==> src/rtl/bus_pkg.sv <==
// bus_pkg
//   Shared definitions for the datapath bus driver.
//   bus_mode_t : arbitration mode used when more than one source gates the bus
//   BUS_W      : default bus / source data width
//   CNT_MAX    : saturation value of the conflict counter
package bus_pkg;

   typedef enum logic [1:0] {
      BM_STRICT,
      BM_PRIORITY,
      BM_RR
   } bus_mode_t;

   localparam int         BUS_W   = 16;
   localparam logic [7:0] CNT_MAX = 8'hFF;

endpackage

==> src/rtl/rr_arbiter.sv <==
// rr_arbiter
//   Round-robin arbiter with a registered last-grant pointer.
//   Clk   : clock, rising edge
//   Reset : synchronous active-high reset, ptr <= N-1 so the first search
//           begins at index 0
//   req   : per-source request vector
//   grant : combinational one-hot grant (all zero when no request)
//   ptr   : index of the most recent grant; holds when nothing is granted
module rr_arbiter #(
   parameter int N = 4
) (
   input  logic                 Clk,
   input  logic                 Reset,
   input  logic [N-1:0]         req,
   output logic [N-1:0]         grant,
   output logic [$clog2(N)-1:0] ptr
);

   localparam int PW = $clog2(N);

   logic [PW-1:0] grant_idx;
   logic          found;

   // Search starts one past the last winner and wraps, so every requester
   // is reached within N grants.
   always_comb begin
      grant     = '0;
      grant_idx = '0;
      found     = 1'b0;
      for (int k = 1; k <= N; k++) begin
         if (!found && req[(int'(ptr) + k) % N]) begin
            found                         = 1'b1;
            grant[(int'(ptr) + k) % N]    = 1'b1;
            grant_idx                     = PW'((int'(ptr) + k) % N);
         end
      end
   end

   always_ff @(posedge Clk) begin
      if (Reset) begin
         ptr <= PW'(N - 1);
      end else if (found) begin
         ptr <= grant_idx;
      end
   end

endmodule

==> src/rtl/bus_gate_mux.sv <==
// bus_gate_mux
//   Registered bus driver: selects one of NSRC gated sources onto the
//   shared bus, with strict / priority / round-robin arbitration and a
//   saturating conflict counter for debug.
//   Clk           : clock, rising edge
//   Reset         : synchronous active-high reset, clears all outputs
//   Din           : packed source array, Din[i] is source i
//   Gate          : per-source gate request
//   ClearCount    : synchronous clear of ConflictCount (wins over increment)
//   Q             : registered bus value (0 when nothing granted)
//   Valid         : Q carries a granted source
//   Src           : granted source index (0 when Valid is low)
//   Conflict      : one-cycle pulse per cycle where more than one Gate bit was set
//   ConflictCount : saturating count of conflict cycles
//
// Handshake: there is no ready/backpressure. A selection is taken every
// cycle; Valid qualifies Q/Src for exactly the cycle after the edge that
// sampled Gate, and consumers must take it in that cycle.
module bus_gate_mux
   import bus_pkg::*;
#(
   parameter int        WIDTH = BUS_W,
   parameter int        NSRC  = 4,
   parameter bus_mode_t MODE  = BM_STRICT
) (
   input  logic                       Clk,
   input  logic                       Reset,
   input  logic [NSRC-1:0][WIDTH-1:0] Din,
   input  logic [NSRC-1:0]            Gate,
   input  logic                       ClearCount,
   output logic [WIDTH-1:0]           Q,
   output logic                       Valid,
   output logic [$clog2(NSRC)-1:0]    Src,
   output logic                       Conflict,
   output logic [7:0]                 ConflictCount
);

   localparam int SW = $clog2(NSRC);

   logic            any_gate;
   logic            multi_gate;
   logic [SW-1:0]   low_idx;
   logic [NSRC-1:0] rr_grant;
   logic [SW-1:0]   rr_idx;
   logic            sel_valid;
   logic [SW-1:0]   sel_idx;

   assign any_gate   = |Gate;
   // Clearing the lowest set bit leaves something only if two or more were set.
   assign multi_gate = |(Gate & (Gate - NSRC'(1)));

   always_comb begin
      low_idx = '0;
      for (int i = NSRC - 1; i >= 0; i--) begin
         if (Gate[i]) low_idx = SW'(i);
      end
   end

   if (MODE == BM_RR) begin : g_rr
      logic [SW-1:0] rr_ptr;
      logic          unused_rr_ptr;

      rr_arbiter #(.N(NSRC)) u_rr (
         .Clk   (Clk),
         .Reset (Reset),
         .req   (Gate),
         .grant (rr_grant),
         .ptr   (rr_ptr)
      );

      // The pointer lives inside the arbiter; the top only needs the grant.
      assign unused_rr_ptr = ^rr_ptr;

      always_comb begin
         rr_idx = '0;
         for (int i = 0; i < NSRC; i++) begin
            if (rr_grant[i]) rr_idx = SW'(i);
         end
      end
   end else begin : g_no_rr
      assign rr_grant = '0;
      assign rr_idx   = '0;
   end

   always_comb begin
      sel_valid = 1'b0;
      sel_idx   = '0;
      if (MODE == BM_RR) begin
         sel_valid = |rr_grant;
         sel_idx   = rr_idx;
      end else if (MODE == BM_PRIORITY) begin
         sel_valid = any_gate;
         sel_idx   = low_idx;
      end else begin
         sel_valid = any_gate && !multi_gate;
         sel_idx   = low_idx;
      end
      if (!sel_valid) sel_idx = '0;
   end

   always_ff @(posedge Clk) begin
      if (Reset) begin
         Q             <= '0;
         Valid         <= 1'b0;
         Src           <= '0;
         Conflict      <= 1'b0;
         ConflictCount <= '0;
      end else begin
         Q        <= sel_valid ? Din[sel_idx] : '0;
         Valid    <= sel_valid;
         Src      <= sel_idx;
         Conflict <= multi_gate;
         if (ClearCount) begin
            ConflictCount <= '0;
         end else if (multi_gate && ConflictCount != CNT_MAX) begin
            ConflictCount <= ConflictCount + 8'd1;
         end
      end
   end

endmodule
==> config.mk <==
export PLATFORM = sky130hd
export DESIGN_NAME = bus_gate_mux
export DESIGN_NICKNAME = d
export VERILOG_FILES = /design/src/rtl/bus_pkg.sv /design/src/rtl/rr_arbiter.sv /design/src/rtl/bus_gate_mux.sv
export SDC_FILE = /design/constraint.sdc
export NUM_CORES = 1
export LEC_CHECK = 0
export ABC_AREA = 1
export CAP_MARGIN = 40
export CORE_AREA = 4 4 71 73
export CTS_CLUSTER_SIZE = 16
export DETAILED_ROUTE_END_ITERATION = 10
export DIE_AREA = 0 0 75 77
export GPL_ROUTABILITY_DRIVEN = 0
export PLACE_DENSITY = 0.84
export SLEW_MARGIN = 10
export SYNTH_ARGS = -nofsm -noshare
export SYNTH_HDL_FRONTEND = slang
export SYNTH_SLANG_ARGS = --single-unit
==> constraint.sdc <==
create_clock -name Clk -period 4.1 [get_ports Clk]
set_clock_uncertainty 0.2 [all_clocks]
set_input_delay 0.41 -clock Clk [delete_from_list [all_inputs] [get_ports Clk]]
set_output_delay 0.41 -clock Clk [all_outputs]
set_load 0.02 [all_outputs]
==> results of run 1 <==
==> logic make-up after synthesis <==
| kind of cell | synth area share (%) |
|---|---|
| fa+ha+maj | 0.699 |
| xor+xnor | 1.47 |
| simple gates | 38.4 |
| flops | 31.3 |
| compound gates | 7.48 |
| buf+inv | 20.7 |
==> registers in the layout, indices dropped and copies added, names as in the netlist <==
register,flops
Conflict,1
Valid,1
ConflictCount,8
Src,2
Q,16
==> power groups by stage <==
stage	logic [mW]	registers (mW)	clock network, mW
3_5_place_dp	0.195	0.293	0
3_3_place_gp	0.192	0.293	0
4_1_cts	0.196	0.286	0.152
2_1_floorplan	0.0797	0.306	0
6_report	0.196	0.286	0.151
5_1_grt	0.213	0.287	0.159
==> worst min path at each step <==
stage                     slack, ns                           from                            end  cells after the start
after floorplan                0.28                          Reset            Conflict$_SDFF_PP0_                      1
after global placement         0.28  ConflictCount[3]$_SDFFE_PP0P_  ConflictCount[3]$_SDFFE_PP0P_                      2
after detailed placement       0.30  ConflictCount[5]$_SDFFE_PP0P_  ConflictCount[5]$_SDFFE_PP0P_                      2
after CTS                      0.31  ConflictCount[3]$_SDFFE_PP0P_  ConflictCount[3]$_SDFFE_PP0P_                      2
after global routing           0.34  ConflictCount[5]$_SDFFE_PP0P_  ConflictCount[5]$_SDFFE_PP0P_                      2
final                          0.31  ConflictCount[3]$_SDFFE_PP0P_  ConflictCount[3]$_SDFFE_PP0P_                      2
==> worst reg2reg max path: cells and delay by family (launching register included) <==
family / cells / cell delay (ns)
simple gates: 7 / 0.76
buf+inv: 1 / 0.18
flops: 1 / 0.36
fa+ha+maj: 1 / 0.25
==> per-stage QoR <==
step / power, mW / instance area, sq um / hold slack [ns] / utilization [%] / setup slack, ns
final: 0.633 / 2800 / 0.309 / 64.4 / 1.48
after global routing: 0.660 / 2800 / 0.337 / 64.4 / 1.20
after detailed placement: 0.487 / 2760 / 0.299 / 63.4 / 1.23
after floorplan: 0.386 / 1790 / 0.282 / - / 2.33
after CTS: 0.634 / 2800 / 0.314 / 64.4 / 1.48
after global placement: 0.485 / 2760 / 0.278 / 63.4 / 1.26
==> synth_stat cells <==
cell type / count
buf_2: 11
inv_1: 74
ha_1: 1
nand2_4: 1
nand2_1: 54
nand3_4: 1
nand4_1: 32
inv_2: 1
nor2_1: 11
o21ai_0: 2
xnor2_1: 2
dfxtp_1: 28
buf_6: 2
nor2_2: 3
a21oi_1: 23
clkbuf_1: 3
nor3_1: 1
a21oi_2: 1
nand3_1: 38
xor2_1: 1
==> cell type report <==
type	count	area [sq um]
fill	403	1550
timing repair buffer	100	996
clock buffer	3	41.3
sequential	28	561
multi-input combinational	171	860
inverter	75	282
tap	52	65.1
==> metal layers <==
layer  GRT usage (%)  vias to the layer above  share of wire [%]
li1                -                     1090                  -
met1            24.2                      933                 39
met2            32.5                       71                 53
met3            1.70                        4                7.2
met4            4.98                        0                1.1
met5               0                        -                  0
==> results.json, run 1 <==
{
  "ant_nets": 0,
  "final_cell_mix": "98 x clkdlybuf4s50_1, 74 x inv_1, 54 x nand2_1",
  "area_growth_pct": 56.6,
  "clk_path_buf_depth": 2,
  "synth_cell_type_count": 20,
  "layout-drive-gt1-share_pct": 3.18,
  "crit_chain": "clkdlybuf4s50_1 -> inv_1 -> nand2_1 -> a21oi_2 -> nand3_4 -> nand2_1 -> nand3_1 -> a21oi_1",
  "rsz0062_at_grt": "no",
  "power_frac_comb_pct": 30.9,
  "fin_nets": 451,
  "grt_max_degree": 37,
  "pwr-share-clk_pct": 23.9,
  "io_pins": 99,
  "period_minus_slack_ns": 2.62,
  "relSlewSlack_pct": 47.1,
  "cts_buffers": 3,
  "critPathLaunch": "Gate[2]",
  "cts_hold_buf": 0,
  "cp.required_ns": 4.09,
  "syn_area_sq_um": 1790,
  "switching_share_pct": 28.8,
  "grt_pass1_wl_microns": 8660,
  "r2r_slack_ns": 2.25,
  "cp-end-kind": "register",
  "worst_pin_slew_ns": 0.793,
  "antenna_found_initial": 0,
  "setup_viol": 0,
  "wl_per_cell_microns": 13.2,
  "slowest_delay_ns": 0.64,
  "hpwl_microns": 4220,
  "crit_path_frequent_cell": "nand2_1",
  "diodes": 0,
  "drcViolationCount": 0,
  "cpLargestDelayFamily": "simple AND/OR/NAND/NOR gates",
  "cts-resized-gates": 0,
  "wl_microns": 5660,
  "drtIter0Drc": 206,
  "grt-ovfl-total": 0,
  "seqPwrFrac_pct": 45.2,
  "cp-start-kind": "input port",
  "clkLatencyLatePin_ns": 0.27,
  "r2r_end": "ConflictCount[1]$_SDFFE_PP0P_",
  "hold_viol": 0,
  "place.port_buffers": 98,
  "crit_type": "input port to register",
  "yosysWarnings": 0,
  "clk_pin_slew_ns": 0.10,
  "status": "completed",
  "layout_commonest_cell": "clkdlybuf4s50_1",
  "r2r.worst_path.cells": 9,
  "fp.coreArea_sq_um": 4350,
  "slew_viol_final": 0,
  "rows": 24,
  "synth-seq-cells": 28,
  "avgSynthCellArea_sq_um": 6.17,
  "endpoint": "Q[4]$_SDFF_PP0_",
  "drv_cap": 0,
  "ir_drop_mv": 0.135,
  "htree_levels": 1,
  "grt_pass1_vias": 1831,
  "powerDensity_nw_per_um2": 226,
  "internal_power_mw": 0.451,
  "synth_top_area_share_pct": 31.3,
  "p_switching_mw": 0.183,
  "via_per_inst": 4.89,
  "max_freq_ghz": 0.382,
  "grt.total_usage_pct": 18.8,
  "cp_num_buf_inv": 2,
  "vias": 2098,
  "timing.critical_path.depth": 8,
  "cp_max_fo": 33,
  "cts.sinks": 28,
  "start_util_pct": 41.1,
  "synth_seq_area_share_pct": 31.3,
  "fin_tns_setup_ns": 0,
  "static-leakage-power_nw": 1.34,
  "yosys-top-cells-area": "dfxtp_1 31%, inv_1 16%, nand2_1 11%, nand4_1 11%, nand3_1 11%",
  "hold_class": "register to register",
  "die_h_microns": 77,
  "yosysTopAreaCell": "dfxtp_1",
  "cp_slowest_cell": "a21oi_2",
  "die_w_microns": 75,
  "synthCells": 290,
  "root_buffer": "clkbuf_8",
  "die_area_sq_um": 5780,
  "worst_r2r_startpoint": "ConflictCount[0]$_SDFFE_PP0P_",
  "syn_nets": 362,
  "drt_pass1_iterations": 4,
  "post_cts_buffers": 0,
  "timing.final.crit_share_pct": 63.9,
  "fin_cells": 429,
  "cp_data_arrival_time_ns": 2.60,
  "cts_tree": "yes",
  "post-place-cells": 426
}
Note: power is estimated with default switching activity, not from simulation.
==> inputs of run 2 (changes only) <==
CORE_AREA = 4 4 73 75   (was 4 4 71 73)
DIE_AREA = 0 0 77 79   (was 0 0 75 77)
PLACE_DENSITY = 0.79   (was 0.84)
clock period = 2.5 ns   (was 4.1 ns; I/O delays follow)
==> run 2 against run 1 <==
Compared with the run above: clock power increased by 85%; critical endpoint is now Q[1]$_SDFF_PP0_; register-to-register slack worse by 1.6 ns; final cell count up 1.9%; sequential share of layout area shrank 0.38 points; largest cell class unchanged; utilization fell by 3.1 points; final area increased by 1.9%; highest routed layer unchanged; sequential power up 64%; largest power group unchanged.
==> results.json, run 2 (synthesized netlist as in run 1, its figures left out) <==
{
  "status": "completed",
  "start_util_pct": 38.4,
  "hpwl_microns": 4220,
  "cts_buffers": 3,
  "hold_depth": 2,
  "cts_hold_buf": 0,
  "grt-ovfl-total": 0,
  "whs_ns": 0.301,
  "die_area_sq_um": 6080,
  "place.port_buffers": 98,
  "drtIter0Drc": 202,
  "r2r.worst_path.cells": 9,
  "wl_microns": 5560,
  "die_h_microns": 79,
  "die_w_microns": 77,
  "area_growth_pct": 59.6,
  "fin_tns_setup_ns": 0,
  "htree_levels": 1,
  "layout-drive-gt1-share_pct": 4.70,
  "powerDensity_nw_per_um2": 377,
  "period_minus_slack_ns": 1.99,
  "layout_commonest_cell": "clkdlybuf4s50_1",
  "cp_max_fo": 33,
  "cp-start-kind": "input port",
  "grt_max_degree": 34,
  "clk_pin_slew_ns": 0.10,
  "fin_nets": 456,
  "reg_top3": "Q: 16 flops, ConflictCount: 8 flops, Src: 2 flops",
  "drt_pass1_iterations": 4,
  "worst_r2r_startpoint": "ConflictCount[0]$_SDFFE_PP0P_",
  "relSlewSlack_pct": 70.5,
  "endpoint": "Q[1]$_SDFF_PP0_",
  "cts_tree": "yes",
  "cts-resized-gates": 0,
  "clk_path_buf_depth": 2,
  "wl_per_cell_microns": 12.7,
  "rsz0062_at_grt": "no",
  "setup_viol": 0,
  "grt_pass1_wl_microns": 8930,
  "rows": 25,
  "drcViolationCount": 0,
  "slew_viol_final": 0,
  "antenna_found_initial": 0,
  "r2r_slack_ns": 0.67,
  "ir_drop_mv": 0.291,
  "vias": 2143,
  "post_cts_buffers": 0,
  "worst_slack_ns": 0.507,
  "critPathLaunch": "Gate[0]",
  "final_util_pct": 61.3,
  "cp.required_ns": 2.50,
  "r2r_end": "ConflictCount[1]$_SDFFE_PP0P_",
  "clkLatencyLatePin_ns": 0.27,
  "cp-end-kind": "register",
  "dp_slack_ns": 0.263,
  "fp.coreArea_sq_um": 4660,
  "hold_viol": 0,
  "static-leakage-power_nw": 1.37,
  "cts.sinks": 28,
  "root_buffer": "clkbuf_8",
  "ant_nets": 0,
  "grt.total_usage_pct": 17.7,
  "grt_pass1_vias": 1950,
  "largest_register": "Q",
  "max_freq_ghz": 0.502,
  "io_pins": 99,
  "hold_class": "register to register",
  "final_cell_mix": "98 x clkdlybuf4s50_1, 74 x inv_1, 54 x nand2_1",
  "drv_cap": 0,
  "diodes": 0,
  "worst_pin_slew_ns": 0.443,
  "largest_reg_flops": 16,
  "via_per_inst": 4.90,
  "cp_data_arrival_time_ns": 2.00,
  "p_total_mw": 1.08,
  "crit_type": "input port to register",
  "timing.final.crit_share_pct": 79.7
}
## run 2: cell count changes in the layout (fill, tap and decap cells not counted), sizes merged
cell    change
clkbuf      +1
buf         +5
## run 2: area by class of cell
class / count / area (sq um)
Fill cell: 407 / 1800
Clock buffer: 4 / 55.1
Inverter: 75 / 282
Tap cell: 54 / 67.6
Timing Repair Buffer: 105 / 1030
Multi-Input combinational cell: 171 / 860
Sequential cell: 28 / 561
## run 2: layer usage
layer / up-vias / share of wire, % / global-route usage, %
met5: - / 0 / 0
met4: 0 / 4.5 / 9.79
met3: 16 / 8.0 / 4.42
met2: 97 / 45 / 28.3
met1: 933 / 42 / 21.9
li1: 1097 / - / -
## run 2: worst min-delay path by stage
stage	endpoint	from
finish	ConflictCount[3]$_SDFFE_PP0P_	ConflictCount[3]$_SDFFE_PP0P_
global route	ConflictCount[3]$_SDFFE_PP0P_	ConflictCount[3]$_SDFFE_PP0P_
CTS	ConflictCount[3]$_SDFFE_PP0P_	ConflictCount[3]$_SDFFE_PP0P_
detailed placement	ConflictCount[3]$_SDFFE_PP0P_	ConflictCount[3]$_SDFFE_PP0P_
global placement	ConflictCount[0]$_SDFFE_PP0P_	ConflictCount[0]$_SDFFE_PP0P_
floorplan	Conflict$_SDFF_PP0_	Reset
## run 2: worst max-delay path, stage by stage
cell and delay, ns:
clkdlybuf4s50_1 0.52, nor2_1 0.08, nand2_1 0.33, nand3_4 0.39, nand2_1 0.15, nand3_1 0.09, a21oi_1 0.18
## run 2: report_power, final
group          switching, mW  internal [mW]  leakage, nW  total [mW]
Sequential           0.00648          0.463        0.228       0.470
Combinational          0.153          0.173         1.11       0.326
Clock                  0.139          0.141       0.0288       0.280
Total                  0.299          0.777         1.37        1.08
## run 2: through the flow
| stage | instances | instance area, sq um |
|---|---|---|
| 2_1_floorplan | 290 | 1790 |
| 3_3_place_gp | 433 | 2800 |
| 3_5_place_dp | 433 | 2800 |
| 4_1_cts | 437 | 2860 |
| 5_1_grt | 437 | 2860 |
| 6_report | 437 | 2860 |
